--- config.mk ---
export PLATFORM = sky130hd
export DESIGN_NAME = xor_parity_rx
export DESIGN_NICKNAME = d
export VERILOG_FILES = /design/src/rtl/xor_parity_pkg.sv /design/src/rtl/xor_bit_timer.sv /design/src/rtl/xor_parity_rx.sv
export SDC_FILE = /design/constraint.sdc
export NUM_CORES = 1
export LEC_CHECK = 0
export CAP_MARGIN = 20
export CORE_MARGIN = 1.5
export CORE_UTILIZATION = 30
export DETAILED_ROUTE_END_ITERATION = 6
export HOLD_SLACK_MARGIN = 0.15
export PLACE_DENSITY = 0.52
export SKIP_LAST_GASP = 1
export SLEW_MARGIN = 0
export SYNTH_ARGS = -nofsm -noshare
export SYNTH_HDL_FRONTEND = slang
export SYNTH_SLANG_ARGS = --single-unit
--- constraint.sdc ---
create_clock -name clk -period 2.05 [get_ports clk]
set_clock_uncertainty 0.05 [all_clocks]
set_input_delay 0.41 -clock clk [delete_from_list [all_inputs] [get_ports clk]]
set_output_delay 0.41 -clock clk [all_outputs]
set_load 0.02 [all_outputs]
--- src/rtl/xor_parity_pkg.sv ---
// Shared types and helpers for the XOR parity serial receiver.
// Holds the receiver FSM state encoding, the parity sense and a
// reduction-XOR helper used by the parity check.
package xor_parity_pkg;

  // Receiver FSM states (3-bit encoding)
  typedef enum logic [2:0] {
    ST_IDLE      = 3'd0,
    ST_START     = 3'd1,
    ST_DATA      = 3'd2,
    ST_PARITY    = 3'd3,
    ST_STOP      = 3'd4,
    ST_WAIT_IDLE = 3'd5
  } rx_state_t;

  // Even parity: data bits XOR parity bit must come out 0
  localparam logic EVEN_PARITY = 1'b0;

  // Widest word the reduction helper accepts; narrower words are zero-extended
  localparam int XOR_MAX_W = 16;

  // Reduction XOR over a zero-extended data word
  function automatic logic xor_reduce(input logic [XOR_MAX_W-1:0] bits);
    return ^bits;
  endfunction

endpackage

--- src/rtl/xor_bit_timer.sv ---
// Loadable down-counter that paces the serial bit sampling.
// load has priority and sets the count; otherwise the count walks down to
// zero and parks there. tick is high whenever the count sits at zero.
module xor_bit_timer
  import xor_parity_pkg::*;
#(
  parameter int CLKS_PER_BIT = 16,
  parameter int W            = $clog2(CLKS_PER_BIT)
) (
  input  logic         clk,
  input  logic         reset,
  input  logic         load,
  input  logic [W-1:0] load_val,
  output logic         tick
);

  logic [W-1:0] cnt;

  // Count down from the loaded value, saturating at zero
  always_ff @(posedge clk or posedge reset) begin
    if (reset) begin
      cnt <= '0;
    end else if (load) begin
      cnt <= load_val;
    end else if (cnt != '0) begin
      cnt <= cnt - W'(1);
    end
  end

  assign tick = (cnt == '0);

endmodule

--- src/rtl/xor_parity_rx.sv ---
// Serial frame receiver: start, DATA_W data bits LSB-first, even parity
// bit, stop bit. Each received word is presented on a valid/ready port
// together with per-word parity, framing and overrun flags.
// Build option: define RX_SYNC_EN to pass rx through a 2-flop synchroniser
// (reset value 1) ahead of the FSM; every latency then grows by 2 cycles.
module xor_parity_rx
  import xor_parity_pkg::*;
#(
  parameter int DATA_W       = 8,
  parameter int CLKS_PER_BIT = 16
) (
  input  logic              clk,
  input  logic              reset,
  input  logic              rx,
  output logic [DATA_W-1:0] data_out,
  output logic              valid,
  input  logic              ready,
  output logic              parity_err,
  output logic              frame_err,
  output logic              overrun,
  output logic              busy
);

  localparam int TW = $clog2(CLKS_PER_BIT);
  localparam int IW = (DATA_W > 1) ? $clog2(DATA_W) : 1;

  // First sample lands mid start bit, later ones one full bit apart
  localparam logic [TW-1:0] BIT_HALF = TW'(CLKS_PER_BIT / 2 - 1);
  localparam logic [TW-1:0] BIT_FULL = TW'(CLKS_PER_BIT - 1);
  localparam logic [IW-1:0] IDX_LAST = IW'(DATA_W - 1);

  rx_state_t         state;
  logic [IW-1:0]     idx;
  logic [DATA_W-1:0] shreg;
  logic              perr;
  logic              rx_s;
  logic              tmr_load;
  logic [TW-1:0]     tmr_val;
  logic              tick;

`ifdef RX_SYNC_EN
  logic [1:0] sync;

  // Two-flop synchroniser; resets to the idle line level
  always_ff @(posedge clk or posedge reset) begin
    if (reset) begin
      sync <= 2'b11;
    end else begin
      sync <= {sync[0], rx};
    end
  end

  assign rx_s = sync[1];
`else
  assign rx_s = rx;
`endif

  // Timer reload: half a bit on start detect, a full bit after each timed sample
  always_comb begin
    tmr_load = 1'b0;
    tmr_val  = BIT_FULL;
    case (state)
      ST_IDLE: begin
        if (!rx_s) begin
          tmr_load = 1'b1;
          tmr_val  = BIT_HALF;
        end
      end
      ST_START, ST_DATA, ST_PARITY: begin
        if (tick) tmr_load = 1'b1;
      end
      default: ;
    endcase
  end

  xor_bit_timer #(
    .CLKS_PER_BIT (CLKS_PER_BIT),
    .W            (TW)
  ) u_timer (
    .clk      (clk),
    .reset    (reset),
    .load     (tmr_load),
    .load_val (tmr_val),
    .tick     (tick)
  );

  // Frame FSM plus output word register; a word load overrides a same-cycle accept
  always_ff @(posedge clk or posedge reset) begin
    if (reset) begin
      state      <= ST_IDLE;
      idx        <= '0;
      shreg      <= '0;
      perr       <= 1'b0;
      data_out   <= '0;
      valid      <= 1'b0;
      parity_err <= 1'b0;
      frame_err  <= 1'b0;
      overrun    <= 1'b0;
    end else begin
      if (valid && ready) begin
        valid      <= 1'b0;
        parity_err <= 1'b0;
        frame_err  <= 1'b0;
        overrun    <= 1'b0;
      end

      case (state)
        ST_IDLE: begin
          if (!rx_s) state <= ST_START;
        end

        ST_START: begin
          if (tick) begin
            idx   <= '0;
            state <= rx_s ? ST_IDLE : ST_DATA;
          end
        end

        ST_DATA: begin
          if (tick) begin
            shreg[idx] <= rx_s;
            if (idx == IDX_LAST) begin
              state <= ST_PARITY;
            end else begin
              idx <= idx + IW'(1);
            end
          end
        end

        ST_PARITY: begin
          if (tick) begin
            perr  <= xor_reduce(XOR_MAX_W'(shreg)) ^ rx_s ^ EVEN_PARITY;
            state <= ST_STOP;
          end
        end

        ST_STOP: begin
          if (tick) begin
            data_out   <= shreg;
            parity_err <= perr;
            frame_err  <= ~rx_s;
            overrun    <= valid & ~ready;
            valid      <= 1'b1;
            state      <= rx_s ? ST_IDLE : ST_WAIT_IDLE;
          end
        end

        ST_WAIT_IDLE: begin
          if (rx_s) state <= ST_IDLE;
        end

        default: state <= ST_IDLE;
      endcase
    end
  end

  assign busy = (state != ST_IDLE);

endmodule

==> flow_metrics.tcl, run 1 <==
set metrics [dict create \
    reg2reg_depth 6 \
    route.vias.total 1084 \
    tightest_slew_ns 0.3930 \
    p_leak_nw 0.8627 \
    fin_crit_ns 2.018 \
    crit_fanout 4 \
    slew_headroom_pct 73.80 \
    core.rowCount 25 \
    p_int_w 0.001463 \
    irDropWorstVdd_mv 0.8028 \
    critical_path.cell_chain "inv_1, ha_2, or4b_4, nor4b_4, nand3_1, mux2_2" \
    drt-total-wl_mm 2.885 \
    area_delta_synth_final_pct 27.00 \
    finalCritPeriodShare_pct 98.42 \
    regArea_um2 775.7 \
    initial_core_util_pct 31.92 \
    yosysTopAreaCell "dfrtp_1" \
    hold_viol_final 0 \
    drt-initial-drc-count 25 \
    setup_ws_ns 0.03249 \
    required_ns 2.17 \
    clock-sinks 31 \
    grt_max_degree 32 \
    pwr-share-comb_pct 31.4 \
    antenna_cells 0 \
    netlist.area_leader.share_pct 50.12 \
    crit_cells 6 \
    dieWidth_um 74.83 \
    syn-num-nets 144 \
    firstDrtPassIters 4 \
    vias_per_cell 4.693 \
    crit_type "reg2reg" \
    hp-class "reg2reg" \
    power.density_mw_per_mm2 1084 \
    holdPathStages 2 \
    cpMaxStageDelayCell "or4b_4" \
    crit_arrival_ns 2.14 \
    drc 0 \
    grt_antenna_before_repair 0 \
    pwr-share-clk_pct 28.9 \
    synthDistinctLibCells 32 \
    drtAntennaViolNets 0 \
    crit_family "simple AND/OR/NAND/NOR gates" \
    setup.worst_path.start_class "flip-flop" \
    syn_area_mm2 0.001548 \
    status "finished, final reports clean" \
    dp.cells 220 \
    wl_per_cell_um 12.49 \
    place_ws_ns -0.008075 \
    r2r_slack_ns 0.03 \
    grt.overflow.total 0 \
    clk_latency_ns 0.28 \
    cts_tree "built" \
    max_freq_mhz 495.7 \
    portBuffers 16 \
    multiInputGateArea_um2 720.7 \
    ys_seq_area_share_pct 50.12 \
    final_cells 231 \
    maxSlewViolCount 0 \
    routabilityCongestion 0.7531 \
    layout.nets 170 \
    drive_gt1_share_pct 25.61 \
    rsz0062_at_grt "yes" \
    synth_seq_cells 31 \
    reg2reg_to "shreg[6]$_DFFE_PP0P_" \
    die-area_mm2 0.005599 \
    grt_pass1_wl_mm 5.023 \
    cpPeakStageDelay_ns 0.49 \
    ios 17 \
    fin_tns_setup_ns 0 \
    grt_pass1_vias 1120 \
    synthCells 137 \
    net-switching-power_w 0.0006679 \
    clkTransAtPathRegs_ns 0.07 \
    syn_avg_cell_area_um2 11.30 \
    clock_path_buffers 2 \
    sw_frac_of_total_pct 31.34 \
    track_usage_pct 12.02 \
    hold_ws_ns 0.4294 \
    path_buf_inv 1 \
    setup_violations 0 \
    core_area_mm2 0.004848 \
    startpoint "u_timer.cnt[0]$_DFFE_PP0P_" \
    endpoint "shreg[6]$_DFFE_PP0P_" \
    power_frac_seq_pct 39.6 \
    die_h_um 74.83 \
    maxCapViolCount 0 \
    synth.area.top_cells "dfrtp_1 50%, mux2_2 12%, o21ai_0 3.2%, a22o_1 2.8%, ha_1 2.4%" \
    yosys_warnings 0 \
    layout_commonest_cell "dfrtp_1" \
    dpl-instance-area_mm2 0.001808 \
    r2r_start "u_timer.cnt[0]$_DFFE_PP0P_" \
    final_cell_mix "31 x dfrtp_1, 16 x mux2_2, 15 x clkdlybuf4s50_1" \
    final_area_mm2 0.001966 \
    cts_root_buf "clkbuf_8" \
    dpl.hpwl_mm 2.035 \
    nFillCells 485 \
    end_kind "flip-flop" \
    cts_htree_levels 2 \
    numCtsBuffers 5 \
]
## cells in the mapped netlist
cell type  count
dfrtp_1       31
mux2_2        16
nor2_1        10
o21ai_0       10
inv_1          9
nand2_1        6
a22o_1         5
clkbuf_1       4
nand3_1        4
nor3_1         4
xnor2_1        4
a21oi_1        3
ha_1           3
o31ai_1        3
xor2_1         3
buf_2          2
mux2i_1        2
nand3b_1       2
nor2b_1        2
nor3b_1        2
a22oi_1        1
a31oi_1        1
buf_6          1
nand3_2        1
nand4b_1       1
nor3b_2        1
nor4b_1        1
nor4b_4        1
o221ai_1       1
or3_1          1
or4b_4         1
xnor3_1        1
## worst min-delay path, stage by stage, from the launching register on
cell and delay, ns:
dfrtp_1 0.34, nand2_1 0.04, o21ai_0 0.06
## repair_timing
item	in CTS	in global routing
buffers inserted	0	3
hold buffers	0	0
hold endpoints to repair	0	0
gates cloned	0	0
pin swaps	0	2
gates resized for setup	3	2
setup endpoints to repair	2	7
## cells by family (layout without fill, tap and decap cells)
| logic type | after synthesis | in the layout | synth area share, % |
|---|---|---|---|
| and+or+nand+nor | 37 | 37 | 14.63 |
| DFF | 31 | 31 | 50.12 |
| AOI/OAI and AO/OA | 24 | 24 | 9.944 |
| muxes | 18 | 18 | 12.93 |
| buffers and inverters | 16 | 43 | 4.527 |
| xor gates and xnor gates | 8 | 8 | 5.416 |
| adders and majority gates | 3 | 3 | 2.425 |
## power by group through the flow
stage / clock (W) / sequential [W] / combinational, W
after floorplan: 0 / 0.000844 / 0.000448
after global placement: 0 / 0.000847 / 0.000617
after detailed placement: 0 / 0.000856 / 0.000632
after CTS: 0.000641 / 0.000850 / 0.000633
after global routing: 0.000669 / 0.000862 / 0.000758
final: 0.000617 / 0.000845 / 0.000670
## cell type report
class	count	share of cell area (%)
multi-input combinational	90	36.66
timing repair buffer	26	11.90
clock inverter	2	1.782
sequential	31	39.47
clock buffer	6	4.201
inverter	9	1.719
tap	67	4.265
## stage by stage
step                power (W)  utilization [%]
finish               0.002131            40.54
floorplan            0.001292                -
detailed placement   0.001488            37.29
global route         0.002290            40.54
CTS                  0.002124            39.92
global placement     0.001464            37.29
## sequential cells by signal, indices dropped and copies added, names as in the netlist
signal       count
parity_err       1
shreg            8
u_timer.cnt      4
data_out         8
idx              3
perr             1
overrun          1
state            3
valid            1
frame_err        1
## layer usage
| metal | up-vias | part of all wire, % | GRT usage (%) |
|---|---|---|---|
| met2 | 20 | 50 | 19.86 |
| met3 | 9 | 3.3 | 3.882 |
| met5 | - | 0 | 0 |
| li1 | 539 | - | - |
| met1 | 516 | 45 | 14.31 |
| met4 | 0 | 1.8 | 5.253 |
## how the worst min path moves through the flow
stage                              end  slack, ns               startpoint
2_1_floorplan         perr$_DFFE_PP0P_       0.40         perr$_DFFE_PP0P_
3_3_place_gp          perr$_DFFE_PP0P_       0.42         perr$_DFFE_PP0P_
3_5_place_dp          perr$_DFFE_PP0P_       0.42         perr$_DFFE_PP0P_
4_1_cts               perr$_DFFE_PP0P_       0.44         perr$_DFFE_PP0P_
5_1_grt        data_out[1]$_DFFE_PP0P_       0.47  data_out[1]$_DFFE_PP0P_
6_report              perr$_DFFE_PP0P_       0.43         perr$_DFFE_PP0P_
Note: power is estimated with default switching activity, not from simulation.
==> run 2: changes to the inputs <==
--- a/config.mk
+++ b/config.mk
@@ -6,7 +6,7 @@
 export NUM_CORES = 1
 export LEC_CHECK = 0
 export CAP_MARGIN = 20
-export CORE_MARGIN = 1.5
+export CORE_MARGIN = 2
 export CORE_UTILIZATION = 30
 export DETAILED_ROUTE_END_ITERATION = 6
 export HOLD_SLACK_MARGIN = 0.15
==> run 2 against run 1 <==
Compared with the run above:
- global-route usage grew 0.36 points
- power grew 1.2%
- sequential cell count is the same
- fmax shrank 0.77%
- cell count grew 2.2%
- cell area grew 0.13%
- count of clock-buffer cells in the layout is the same
- worst hold slack gained 0.015 ns
- largest cell class unchanged
==> flow_metrics.tcl, run 2 (synthesis results as in run 1) <==
set metrics [dict create \
    status "finished, final reports clean" \
    vias_per_cell 4.716 \
    route.vias.total 1113 \
    p_leak_nw 0.8692 \
    finalPower_w 0.002157 \
    portBuffers 16 \
    drive_gt1_share_pct 24.70 \
    layout.nets 172 \
    cts_htree_levels 2 \
    drtAntennaViolNets 0 \
    wl_per_cell_um 13.44 \
    drt-initial-drc-count 44 \
    tightest_slew_ns 0.4116 \
    antenna_cells 0 \
    drc 0 \
    crit_arrival_ns 2.15 \
    drt-total-wl_mm 3.171 \
    max_freq_mhz 491.8 \
    final_cell_mix "31 x dfrtp_1, 16 x mux2_2, 15 x clkdlybuf4s50_1" \
    grt_antenna_before_repair 0 \
    finalCritPeriodShare_pct 99.18 \
    crit_fanout 4 \
    initial_core_util_pct 30.69 \
    reg_top3 "data_out (8), shreg (8), u_timer.cnt (4)" \
    fin_crit_ns 2.033 \
    dpl.hpwl_mm 2.246 \
    firstDrtPassIters 4 \
    die_h_um 75.83 \
    grt_pass1_wl_mm 5.181 \
    nFillCells 509 \
    maxCapViolCount 0 \
    hold_viol_final 0 \
    cts_root_buf "clkbuf_8" \
    r2r_slack_ns 0.02 \
    startpoint "u_timer.cnt[0]$_DFFE_PP0P_" \
    required_ns 2.17 \
    clk_latency_ns 0.28 \
    rsz0062_at_grt "yes" \
    layout_commonest_cell "dfrtp_1" \
    dieWidth_um 75.83 \
    die-area_mm2 0.005749 \
    end_kind "flip-flop" \
    power.density_mw_per_mm2 1096 \
    cts_tree "built" \
    grt_max_degree 32 \
    clock_path_buffers 2 \
    area_delta_synth_final_pct 27.16 \
    crit_type "reg2reg" \
    hold_ws_ns 0.4446 \
    setup.worst_path.start_class "flip-flop" \
    cts_hold_buffers 0 \
    grt.overflow.total 0 \
    endpoint "shreg[2]$_DFFE_PP0P_" \
    track_usage_pct 12.37 \
    grt_pass1_vias 1048 \
    reg2reg_to "shreg[2]$_DFFE_PP0P_" \
    clock-sinks 31 \
    clkTransAtPathRegs_ns 0.07 \
    routabilityCongestion 0.7375 \
    core_area_mm2 0.005042 \
    setup_violations 0 \
    numCtsBuffers 5 \
    dp.cells 226 \
    ios 17 \
    core.rowCount 26 \
    reg2reg_depth 6 \
    hp-class "reg2reg" \
    r2r_start "u_timer.cnt[0]$_DFFE_PP0P_" \
    slew_headroom_pct 72.17 \
    final_cells 236 \
    maxSlewViolCount 0 \
    irDropWorstVdd_mv 0.5321 \
]
-- run 2: cell count changes in the layout (fill, tap and decap cells not counted) --
cell	previous run	this run
buf_4	10	12
nor3b_1	0	2
nor3b_2	3	1
nor4b_2	1	0
nor4b_1	0	1
-- run 2: layer usage --
layer / track usage, % / vias up / share of wire (%)
li1: - / 539 / -
met1: 15.38 / 550 / 45
met2: 20.59 / 19 / 52
met3: 3.571 / 5 / 2.9
met4: 4.094 / 0 / 0.85
met5: 0 / - / 0
-- run 2: layout make-up --
type                            count  area, um^2  area share, %
Clock inverter                      2       35.03          1.780
Inverter                            9       33.78          1.716
Tap cell                           70       87.58          4.450
Clock buffer                        6       82.58          4.196
Timing Repair Buffer               28       249.0          12.65
Multi-Input combinational cell     90       704.4          35.79
Sequential cell                    31       775.7          39.42
-- run 2: through the flow --
step | utilization, % | setup slack [ns] | area [um^2] | setup TNS (ns)
2_1_floorplan | - | 0.04506 | 1548 | 0
3_3_place_gp | 36.38 | 0.02125 | 1834 | 0
3_5_place_dp | 36.38 | -0.005863 | 1834 | -0.007086
4_1_cts | 38.88 | 0.003271 | 1961 | 0
5_1_grt | 39.03 | -0.09839 | 1968 | -0.3558
6_report | 39.03 | 0.01673 | 1968 | 0
-- run 2: what timing repair did --
action | 4_1_cts | 5_1_grt
setup endpoints to repair | 4 | 7
gates resized for setup | 2 | 0
setup buffers | 1 | 1
pin swaps | 0 | 2
-- run 2: how the worst min path moves through the flow --
stage                             from                      end  slack, ns  cells past startpoint
2_1_floorplan         perr$_DFFE_PP0P_         perr$_DFFE_PP0P_       0.40                      2
4_1_cts        data_out[4]$_DFFE_PP0P_  data_out[4]$_DFFE_PP0P_       0.46                      1
6_report              perr$_DFFE_PP0P_         perr$_DFFE_PP0P_       0.44                      2
3_5_place_dp   data_out[4]$_DFFE_PP0P_  data_out[4]$_DFFE_PP0P_       0.44                      1
3_3_place_gp          perr$_DFFE_PP0P_         perr$_DFFE_PP0P_       0.42                      2
5_1_grt        data_out[3]$_DFFE_PP0P_  data_out[3]$_DFFE_PP0P_       0.47                      1
-- run 2: power by group --
part / internal, W / switching (W) / total [W]
clock: 0.000393 / 0.000226 / 0.000619
combinational: 0.000358 / 0.000345 / 0.000704
sequential: 0.000725 / 0.000109 / 0.000834
total: 0.00148 / 0.000681 / 0.00216
-- run 2: critical path, stage by stage (launching register included) --
cell and delay, ns:
dfrtp_1 0.38, inv_1 0.06, ha_2 0.18, or4b_4 0.48
nor4b_4 0.33, nand3b_1 0.14, mux2_2 0.30
==> run 3: changes to the inputs <==
--- a/config.mk
+++ b/config.mk
@@ -7,10 +7,11 @@
 export LEC_CHECK = 0
 export CAP_MARGIN = 20
 export CORE_MARGIN = 2
-export CORE_UTILIZATION = 30
+export CORE_UTILIZATION = 49
+export CTS_CLUSTER_SIZE = 14
 export DETAILED_ROUTE_END_ITERATION = 6
 export HOLD_SLACK_MARGIN = 0.15
-export PLACE_DENSITY = 0.52
+export PLACE_DENSITY = 0.76
 export SKIP_LAST_GASP = 1
 export SLEW_MARGIN = 0
 export SYNTH_ARGS = -nofsm -noshare
==> constraint.sdc (replaced) <==
create_clock -name clk -period 1.87 [get_ports clk]
set_clock_uncertainty 0.05 [all_clocks]
set_input_delay 0.374 -clock clk [delete_from_list [all_inputs] [get_ports clk]]
set_output_delay 0.374 -clock clk [all_outputs]
set_load 0.02 [all_outputs]
==> run 3 against run 2 <==
Compared with the run above:
- the flow now finishes with violations (setup timing)
- critical path depth stayed put
- first-iteration DRC count is 57% lower
- worst hold slack worse by 0.084 ns
- fmax hardly changed
- die area is 37% lower
- combinational power is 28% higher
- non-clock buffer count is 7 higher
- highest routed layer unchanged
==> flow_metrics.tcl, run 3 (synthesis results as in run 1) <==
set metrics [dict create \
    status "complete, but fails checks" \
    violations "setup timing" \
    maxCapViolCount 0 \
    r2r_slack_ns -0.16 \
    final_cell_mix "30 x dfrtp_1, 18 x buf_4, 15 x clkdlybuf4s50_1" \
    grt.overflow.total 0 \
    power.density_mw_per_mm2 1165 \
    track_usage_pct 20.10 \
    cpPeakStageDelay_ns 0.49 \
    cts_hold_buffers 0 \
    wl_per_cell_um 14.53 \
    grt_pass1_wl_mm 5.285 \
    clk_latency_ns 0.33 \
    numCtsBuffers 5 \
    core_area_mm2 0.003028 \
    drc 0 \
    vias_per_cell 5.327 \
    hold_viol_final 0 \
    clkTransAtPathRegs_ns 0.10 \
    cts_root_buf "clkbuf_4" \
    routabilityCongestion 0.8448 \
    core.rowCount 20 \
    layout_commonest_cell "dfrtp_1" \
    sw_frac_of_total_pct 33.20 \
    reg_top3 "data_out (8), shreg (8), u_timer.cnt (4)" \
    setup_ws_ns -0.1617 \
    dieWidth_um 60.20 \
    p_int_w 0.001569 \
    slew_headroom_pct 72.73 \
    cts_htree_levels 2 \
    clock-sinks 31 \
    ios 17 \
    max_freq_mhz 492.2 \
    portBuffers 16 \
    grt_max_degree 32 \
    fin_tns_setup_ns -1.031 \
    crit_family "simple AND/OR/NAND/NOR gates" \
    drive_gt1_share_pct 31.21 \
    route.vias.total 1156 \
    die-area_mm2 0.003624 \
    power_frac_seq_pct 38.7 \
    cpMaxStageDelayCell "or4b_4" \
    clock_path_buffers 2 \
    area_delta_synth_final_pct 30.23 \
    pwr-share-clk_pct 22.9 \
    dpl.hpwl_mm 2.143 \
    hp-class "in2async" \
    drt-initial-drc-count 19 \
    net-switching-power_w 0.0007797 \
    tightest_slew_ns 0.4047 \
    finalCritPeriodShare_pct 108.6 \
    end_kind "flip-flop" \
    irDropWorstVdd_mv 0.6949 \
    setup_violations 11 \
    crit_fanout 4 \
    layout.nets 179 \
    pwr-share-comb_pct 38.4 \
    crit_type "reg2reg" \
    path_buf_inv 1 \
    cts_tree "built" \
    firstDrtPassIters 4 \
    maxSlewViolCount 0 \
    rsz0062_at_grt "yes" \
    finalPower_w 0.002349 \
    die_h_um 60.20 \
    fin_crit_ns 2.032 \
    crit_arrival_ns 2.21 \
    drt-total-wl_mm 3.154 \
    initial_core_util_pct 51.12 \
    required_ns 2.04 \
    p_leak_nw 0.9031 \
    grt_antenna_before_repair 0 \
    grt_pass1_vias 1193 \
    critical_path.cell_chain "inv_1, ha_2, or4b_4, nor4b_4, nand3b_1, mux2_2" \
    setup.worst_path.start_class "flip-flop" \
    drtAntennaViolNets 0 \
    antenna_cells 0 \
]
[run 3: final timing paths]
path,end,start,cells after the start
max in group asynchronous,state[2]$_DFFE_PP0P_,reset,3
worst min register to register,parity_err$_DFF_PP0_,parity_err$_DFF_PP0_,2
min in group clk,parity_err$_DFF_PP0_,parity_err$_DFF_PP0_,2
worst max-delay path,shreg[4]$_DFFE_PP0P_,u_timer.cnt[0]$_DFFE_PP0P_,6
worst max register to register,shreg[4]$_DFFE_PP0P_,u_timer.cnt[0]$_DFFE_PP0P_,6
worst min-delay path,frame_err$_DFF_PP0_,reset,3
[run 3: per-stage QoR]
step	instance area [um^2]	setup WS (ns)	util (%)	instances	hold WS (ns)
after floorplan	1554	-0.03235	-	137	0.3998
final	2016	-0.1617	66.57	217	0.3609
after global routing	2016	-0.1947	66.57	217	0.4003
after global placement	1831	-0.05027	60.45	203	0.4153
after detailed placement	1831	-0.1424	60.45	203	0.4423
after CTS	1943	-0.1288	64.17	213	0.3700
[run 3: metal layers]
layer / GRT usage [%] / share of wire (%)
met1: 23.19 / 43
met2: 34.94 / 52
met3: 6.061 / 3.5
met4: 7.302 / 1.5
met5: 0 / 0
[run 3: area by class of cell]
cell class / instances / area [um^2]
timing repair buffer: 35 / 301.5
clock buffer: 6 / 51.30
tap: 44 / 55.05
clock inverter: 2 / 35.03
multi-input combinational: 90 / 762.0
inverter: 9 / 33.78
sequential: 31 / 777.0
fill: 250 / 1012
[run 3: power by group through the flow]
stage	logic [W]	clock network, W	registers, W
after detailed placement	0.000799	0	0.000910
final	0.000902	0.000537	0.000909
after global routing	0.000996	0.000586	0.000921
after CTS	0.000826	0.000553	0.000897
after floorplan	0.000495	0	0.000928
after global placement	0.000772	0	0.000898
[run 3: worst min-delay path: stages]
cell             delay [ns]
clkdlybuf4s50_1        0.40
inv_1                  0.05
buf_4                  0.35
[run 3: timing repair]
action | in CTS | in global routing
setup endpoints to repair | 10 | 22
setup buffers | 2 | 4
pin swaps | 3 | 7
resized for setup | 4 | 11
